File: src/rtl/fetch_ctrl.sv
// fetch_ctrl: instruction fetch sequencer (BOOT/FETCH/DELIVER/HALT); define FETCH_BUF_EN for a two-entry fetch buffer
module fetch_ctrl #(
    parameter logic [31:0] RESET_VECTOR = 32'h0000_0000
) (
    input  logic        clk_i,
    input  logic        rst_ni,
    input  logic [31:0] pc_i,
    output logic        pc_write_o,
    output logic [31:0] next_pc_o,
    output logic        imem_req_o,
    output logic [31:0] imem_addr_o,
    input  logic        imem_ready_i,
    input  logic [31:0] imem_rdata_i,
    output logic        instr_valid_o,
    output logic [31:0] instr_o,
    output logic [31:0] instr_pc_o,
    input  logic        instr_ready_i,
    input  logic        stall_i,
    input  logic        redirect_i,
    input  logic [31:0] redirect_pc_i,
    output logic        fault_o
);
    typedef enum logic [1:0] {BOOT, FETCH, DELIVER, HALT} state_e;
    state_e state_q, state_d;
    logic pending_q, pending_d, fault_q, fault_d;
    logic active, redir_ok, redir_bad, take, room, pcw;
`ifdef FETCH_BUF_EN
    localparam state_e AFTER_TAKE = FETCH;
`else
    localparam state_e AFTER_TAKE = DELIVER;
`endif
    assign active      = (state_q == FETCH) || (state_q == DELIVER);
    assign redir_ok    = active & redirect_i & (redirect_pc_i[1:0] == 2'b00);
    assign redir_bad   = active & redirect_i & (redirect_pc_i[1:0] != 2'b00);
    assign imem_req_o  = (state_q == FETCH) & ~redirect_i & (pending_q | (~stall_i & room));
    assign take        = imem_req_o & imem_ready_i;
    assign imem_addr_o = pc_i;
    assign pc_write_o  = pcw & rst_ni;
    assign fault_o     = fault_q;
    // state, outstanding-request and sticky fault registers
    always_ff @(posedge clk_i or negedge rst_ni) begin
        if (!rst_ni) begin
            state_q   <= BOOT;
            pending_q <= 1'b0;
            fault_q   <= 1'b0;
        end else begin
            state_q   <= state_d;
            pending_q <= pending_d;
            fault_q   <= fault_d;
        end
    end
    // next state and PC update; a redirect overrides every other event
    always_comb begin
        state_d   = state_q;
        fault_d   = fault_q;
        pending_d = imem_req_o & ~imem_ready_i;
        pcw       = 1'b0;
        next_pc_o = pc_i + 32'd4;
        if (state_q == BOOT) begin
            pcw       = 1'b1;
            next_pc_o = RESET_VECTOR;
            state_d   = FETCH;
        end else if (redir_bad) begin
            fault_d = 1'b1;
            state_d = HALT;
        end else if (redir_ok) begin
            pcw       = 1'b1;
            next_pc_o = redirect_pc_i;
            state_d   = FETCH;
        end else if (take) begin
            pcw     = 1'b1;
            state_d = AFTER_TAKE;
        end else if (state_q == DELIVER && instr_ready_i) begin
            state_d = FETCH;
        end
    end
`ifdef FETCH_BUF_EN
    logic [31:0] buf_instr_q [2];
    logic [31:0] buf_pc_q [2];
    logic [1:0]  count_q;
    logic        rd_q, wr_q, pop;
    assign room          = count_q != 2'd2;
    assign instr_valid_o = count_q != 2'd0;
    assign pop           = instr_valid_o & instr_ready_i & ~redirect_i;
    assign instr_o       = buf_instr_q[rd_q];
    assign instr_pc_o    = buf_pc_q[rd_q];
    // two-entry FIFO toward decode, flushed by any redirect
    always_ff @(posedge clk_i or negedge rst_ni) begin
        if (!rst_ni) begin
            buf_instr_q <= '{default: '0};
            buf_pc_q    <= '{default: '0};
            count_q     <= 2'd0;
            rd_q        <= 1'b0;
            wr_q        <= 1'b0;
        end else if (redirect_i) begin
            count_q <= 2'd0;
            rd_q    <= 1'b0;
            wr_q    <= 1'b0;
        end else begin
            if (take) begin
                buf_instr_q[wr_q] <= imem_rdata_i;
                buf_pc_q[wr_q]    <= pc_i;
                wr_q              <= ~wr_q;
            end
            if (pop) rd_q <= ~rd_q;
            count_q <= count_q + {1'b0, take} - {1'b0, pop};
        end
    end
`else
    logic        valid_q;
    logic [31:0] instr_q, instr_pc_q;
    assign room          = 1'b1;
    assign instr_valid_o = valid_q;
    assign instr_o       = instr_q;
    assign instr_pc_o    = instr_pc_q;
    // single holding register toward decode
    always_ff @(posedge clk_i or negedge rst_ni) begin
        if (!rst_ni) begin
            valid_q    <= 1'b0;
            instr_q    <= 32'd0;
            instr_pc_q <= 32'd0;
        end else begin
            if (take) begin
                instr_q    <= imem_rdata_i;
                instr_pc_q <= pc_i;
            end
            valid_q <= ~redirect_i & (take | (valid_q & ~instr_ready_i));
        end
    end
`endif
endmodule

File: config.mk
export PLATFORM = sky130hd
export DESIGN_NAME = fetch_ctrl
export DESIGN_NICKNAME = d
export VERILOG_FILES = /design/src/rtl/fetch_ctrl.sv
export SDC_FILE = /design/constraint.sdc
export NUM_CORES = 1
export LEC_CHECK = 0
export BUFFER_PORTS_ARGS = -buffer_cell sky130_fd_sc_hd__buf_2
export CORE_MARGIN = 5
export CORE_UTILIZATION = 29
export DETAILED_ROUTE_END_ITERATION = 7
export GPL_ROUTABILITY_DRIVEN = 0
export GPL_TIMING_DRIVEN = 0
export HOLD_SLACK_MARGIN = 0.1
export PLACE_DENSITY_LB_ADDON = 0.05
export SLEW_MARGIN = 25
export SYNTH_ARGS = -nofsm -noshare
export SYNTH_HDL_FRONTEND = slang
export SYNTH_SLANG_ARGS = --single-unit
File: constraint.sdc
create_clock -name clk_i -period 2.29 [get_ports clk_i]
set_input_delay 0.1145 -clock clk_i [delete_from_list [all_inputs] [get_ports clk_i]]
set_output_delay 0.1145 -clock clk_i [all_outputs]
set_load 0.1 [all_outputs]
# Word-level counts from Yosys, hierarchy flattened
# Index checks and enable logic that the tools add are counted.
totals:
  inputBits: 102
  wordCells: 45
  output_inout_bits: 132
  register_bits: 69
classes:
  eq_ne: 2
  bitwise: 17
  add_sub_neg: 1
  n_reduce_logical: 7
  n_mux: 12
ops:
  columns: ["cell", "count"]
  rows:
  - ["32-bit 2-to-1 mux", 3]
  - ["32-bit by 3-bit adder with 32-bit output, second input constant", 1]
  - ["1-bit AND", 10]
  - ["2-bit 2-to-1 mux", 5]
  - ["1-bit NOT", 5]
  - ["5-bit nonzero test", 1]
  - ["2-bit logical NOT", 2]
  - ["1-bit 2-to-1 mux", 4]
  - ["2-bit by 1-bit equality test with 1-bit output, second input constant", 1]
  - ["2-bit equality test, second input constant", 1]
  - ["1-bit OR", 2]
  - ["2-bit AND reduction", 1]
  - ["2-bit nonzero test", 1]
  - ["1-bit logical AND", 1]
  - ["1-bit logical OR", 1]

# Longest topological paths before layout
logic_depth:
  depth_word: 9
  depth_mapped: 8
  ltp_nobuf: 6

# Worst setup path before layout
# Ideal clock, no wire load.
synth_timing:
  path_type: "flip-flop to output port"
  start: "register state_q[1]"
  end: "output port pc_write_o"
  stages_incl_launch_ff: 8
  path_slack_ps: -3860
  t_required_ps: 2176
  n_path_buf: 2
  arrival_time_ps: 6036
  cell_sequence: "dfrtp_1 > inv_1 > ha_1 > nor3b_1 > nand2_1 > buf_1 > buf_1 > a21boi_0"
synth_between:
  elab_chain_cells: 9
  word_cells_on_any_way: 15
  classes_between: "eq/ne: 2; mux: 4; bitwise: 7; reduce/logical: 2"
synth_lines:
  columns: ["item", "line", "rtl"]
  rows:
  - ["start: declaration", "24", "state_e state_q, state_d;"]
  - ["start signal: assignment", "47", "state_q <= state_d;"]
  - ["2-bit by 1-bit equality test with 1-bit output", "35", "assign imem_req_o = (state_q == FETCH) & ~redirect_i & (pending_q | (~stall_i & room));"]
  - ["1-bit AND (2 in a row)", "35", null]
  - ["named net imem_req_o", "10", "output logic imem_req_o,"]
  - ["1-bit AND", "36", "assign take = imem_req_o & imem_ready_i;"]
  - ["1-bit 2-to-1 mux", "70", "end else if (take) begin"]
  - ["1-bit 2-to-1 mux", "66", "end else if (redir_ok) begin"]
  - ["1-bit 2-to-1 mux", "63", "end else if (redir_bad) begin"]
  - ["1-bit 2-to-1 mux", "59", "if (state_q == BOOT) begin"]
  - ["1-bit AND", "38", "assign pc_write_o = pcw & rst_ni;"]
  - ["end: declaration", "8", "output logic pc_write_o,"]
# The timed path passes the listed nets, and every way through them passes these cells.

# Final worst setup path
layout_timing:
  start: "register state_q[1]"
  end: "output port next_pc_o[30]"
layout_between:
  elab_chain_cells: 7
  word_cells_on_any_way: 10
  classes_between: "eq/ne: 2; mux: 3; bitwise: 3; reduce/logical: 2"
layout_lines:
  columns: ["item", "line", "rtl"]
  rows:
  - ["2-bit by 1-bit equality test with 1-bit output or 2-bit equality test (tied branches)", "32", "assign active = (state_q == FETCH) || (state_q == DELIVER);"]
  - ["1-bit logical OR", "32", null]
  - ["1-bit AND", "33, 34", null]
  - ["1-bit AND", "33", "assign redir_ok = active & redirect_i & (redirect_pc_i[1:0] == 2'b00);"]
  - ["32-bit 2-to-1 mux", "66", null]
  - ["32-bit 2-to-1 mux", "63", null]
  - ["32-bit 2-to-1 mux (*)", "59", null]
  - ["end: declaration", "9", "output logic [31:0] next_pc_o,"]
# Every way passes the cells marked *; elsewhere a longest branch is shown, timed or not.

==> results.sh <==
export IMPL_status="finished, final reports clean"
export IMPL_regArea_um2=1730
export IMPL_die_area_um2=16100
export IMPL_critPathCaptureType="output port"
export IMPL_max_stage_delay_ps=390
export IMPL_synth_seq_cells=69
export IMPL_cts_buffers=9
export IMPL_detail_route_antenna_nets=0
export IMPL_crit_buf_inv=4
export IMPL_cp_max_fo=6
export IMPL_wirelength_mm=14.7
export IMPL_fin_tns_setup_ps=0
export IMPL_synth_flop_cell="dfrtp_1"
export IMPL_die_x_um=127
export IMPL_dr_pass1_iters=4
export IMPL_grt_use_total_pct=17.9
export IMPL_via_count=4042
export IMPL_rsz0062_at_grt="true"
export IMPL_final_cell_mix="buf_2, dfrtp_1, mux2_2"
export IMPL_cp_slowest_cell="dfrtp_1"
export IMPL_drv_slew=0
export IMPL_grt_overflow=0
export IMPL_place_area_um2=5970
export IMPL_finClkSkew_ps=3.21
export IMPL_die_y_um=127
export IMPL_wl_per_cell_um=17.2
export IMPL_worstSetupStartpointType="flip-flop"
export IMPL_cts_sinks=69
export IMPL_synth_edf_count=0
export IMPL_ys_seq_area_share_pct=43.6
export IMPL_hold_violations=0
export IMPL_clock_latency_ps=330
export IMPL_area_delta_synth_final_pct=86.9
export IMPL_cp_arrival_ps=2160
export IMPL_preCtsSetupSlack_ps=-290
export IMPL_drc_errors=0
export IMPL_multiInputGateArea_um2=2490
export IMPL_max_slew_margin_pct=64.1
export IMPL_dp_hpwl_mm=11.1
export IMPL_min_period_ps=2280
export IMPL_grt_max_degree=47
export IMPL_maxCapViolCount=0
export IMPL_port_buffers=231
export IMPL_hp_class="input port to flip-flop"
export IMPL_drive_above_1_share_pct=64.3
export IMPL_max_freq_mhz=439
export IMPL_io_pins=234
export IMPL_worst_slew_pin_slew_ps=538
export IMPL_syn_cell_area_um2=3960
export IMPL_final_common_cell="buf_2"
export IMPL_path_cells="inv_2, ha_4, nand4bb_4, buf_8, clkbuf_16, a311oi_4, buf_12"
export IMPL_viasPerCell=4.73
export IMPL_synth_cells=377
export IMPL_fin_ws_ps=13.2
export IMPL_core_region_area_um2=13300
export IMPL_syn_nets=483
export IMPL_grt_pass1_vias=4223
export IMPL_grt_pass1_wl_mm=22.6
export IMPL_avgSynthCellArea_um2=10.5
export IMPL_clk_pin_slew_ps=60
export IMPL_clockBufferDepth=2
export IMPL_antenna_found_initial=1
export IMPL_root_buffer="clkbuf_16"
export IMPL_worstPathRequired_ps=2180
export IMPL_h_tree_depth=3
export IMPL_finalInstanceArea_um2=7400
export IMPL_crit_type="flip-flop to output port"
export IMPL_critical_path_top_delay_family="buffers and inverters"
export IMPL_rows=42
export IMPL_fillers=1175
export IMPL_cts_tree="built"
export IMPL_fin_nets=779
export IMPL_drt_iter0_drc=110
export IMPL_initial_core_util_pct=29.8
export IMPL_period_share_pct=99.4
export IMPL_setup_violations=0
export IMPL_ys_warn_count=0
export IMPL_synthDistinctLibCells=38
export IMPL_async_flop_share_pct=100
## cell families after synthesis
kind of cell             after synthesis  synth area share (%)
AO/OA/AOI/OAI                         50                  9.83
XOR/XNOR                              10                  2.21
AND/OR/NAND/NOR                      116                  15.5
multiplexers                          64                  18.2
buffers and inverters                 64                  9.36
adder cells (fa/ha/maj)                4                  1.26
flip-flops                            69                  43.6
## registers in the layout (all words and copies together), names as in the netlist
signal	flops
fault_o	1
instr_o	32
instr_pc_o	32
instr_valid_o	1
pending_q	1
state_q	2
## path summary, 6_finish.rpt
path,from,to,slack [ps],cells past startpoint
min in group asynchronous,rst_ni,instr_o[16],230,2
worst max-delay path,state_q[1],next_pc_o[30],10,7
worst min-delay path,pc_i[14],instr_pc_o[14],130,2
worst max register to register,state_q[1],instr_o[0],410,6
max in group asynchronous,rst_ni,instr_pc_o[9],1500,3
worst min register to register,instr_valid_o,instr_valid_o,490,2
## worst register-to-register path, cell delays in order (launching register included)
cell and delay (ps):
dfrtp_1 390, inv_2 70, ha_1 190, nor3b_4 170
nand2_4 110, clkbuf_1 440, mux2_2 400
## layout make-up
cell class	instances	area share, %
clock buffers	11	3.28
well taps	176	2.98
repair buffers	285	29.5
clock inverters	5	0.474
multi-input cells	244	33.7
diodes	1	0.0338
flip-flops and latches	69	23.3
inverters	8	0.406
plain buffers	56	6.31
## Yosys cell counts, types with 2 or more instances
cell / instances / share of area, %
a211oi_1: 13 / 2.5
a311oi_1: 17 / 3.8
a31o_2: 2 / 0.44
and2_1: 4 / 0.63
and3_1: 2 / 0.32
and4_1: 4 / 0.89
buf_1: 6 / 0.57
buf_4: 32 / 6.1
clkbuf_1: 15 / 1.4
dfrtp_1: 69 / 44
ha_1: 4 / 1.3
inv_1: 8 / 0.76
mux2_2: 64 / 18
nand2_1: 18 / 1.7
nand3_1: 15 / 1.9
nand4_1: 5 / 0.79
nor2_1: 35 / 3.3
nor2b_1: 2 / 0.32
nor3_1: 2 / 0.25
nor3b_1: 2 / 0.38
nor4_1: 5 / 0.79
o21ai_0: 3 / 0.38
o31ai_1: 11 / 2.1
or3_1: 5 / 0.79
or4_1: 13 / 2.5
xnor2_1: 7 / 1.5
xor2_1: 3 / 0.66
## layer usage
layer  GRT usage, %  up-vias  wire length (um)
li1               -     1942                 -
met1           21.6     1961              5960
met2           30.4      125              7510
met3           5.80       14              1010
met4           5.43        0               185
met5              0        -                 0
## repair_timing
action / 4_1_cts / 5_1_grt
hold endpoints to repair: 116 / 0
setup buffers: 4 / 0
gates resized for setup: 107 / 60
cloned: 0 / 2
pin swaps: 11 / 9
hold buffers: 47 / 0
endpoints found under the setup margin: 33 / 33
## per-stage QoR
step	instances	hold WS [ps]	utilization (%)
5_1_grt	855	117	55.6
2_1_floorplan	377	-181	-
4_1_cts	852	100	53.7
6_report	855	127	55.6
3_3_place_gp	784	294	44.7
3_5_place_dp	785	51.5	44.9
Power is not shown: default switching activity piles up to over one toggle a cycle in this logic, so the estimate is an artifact.
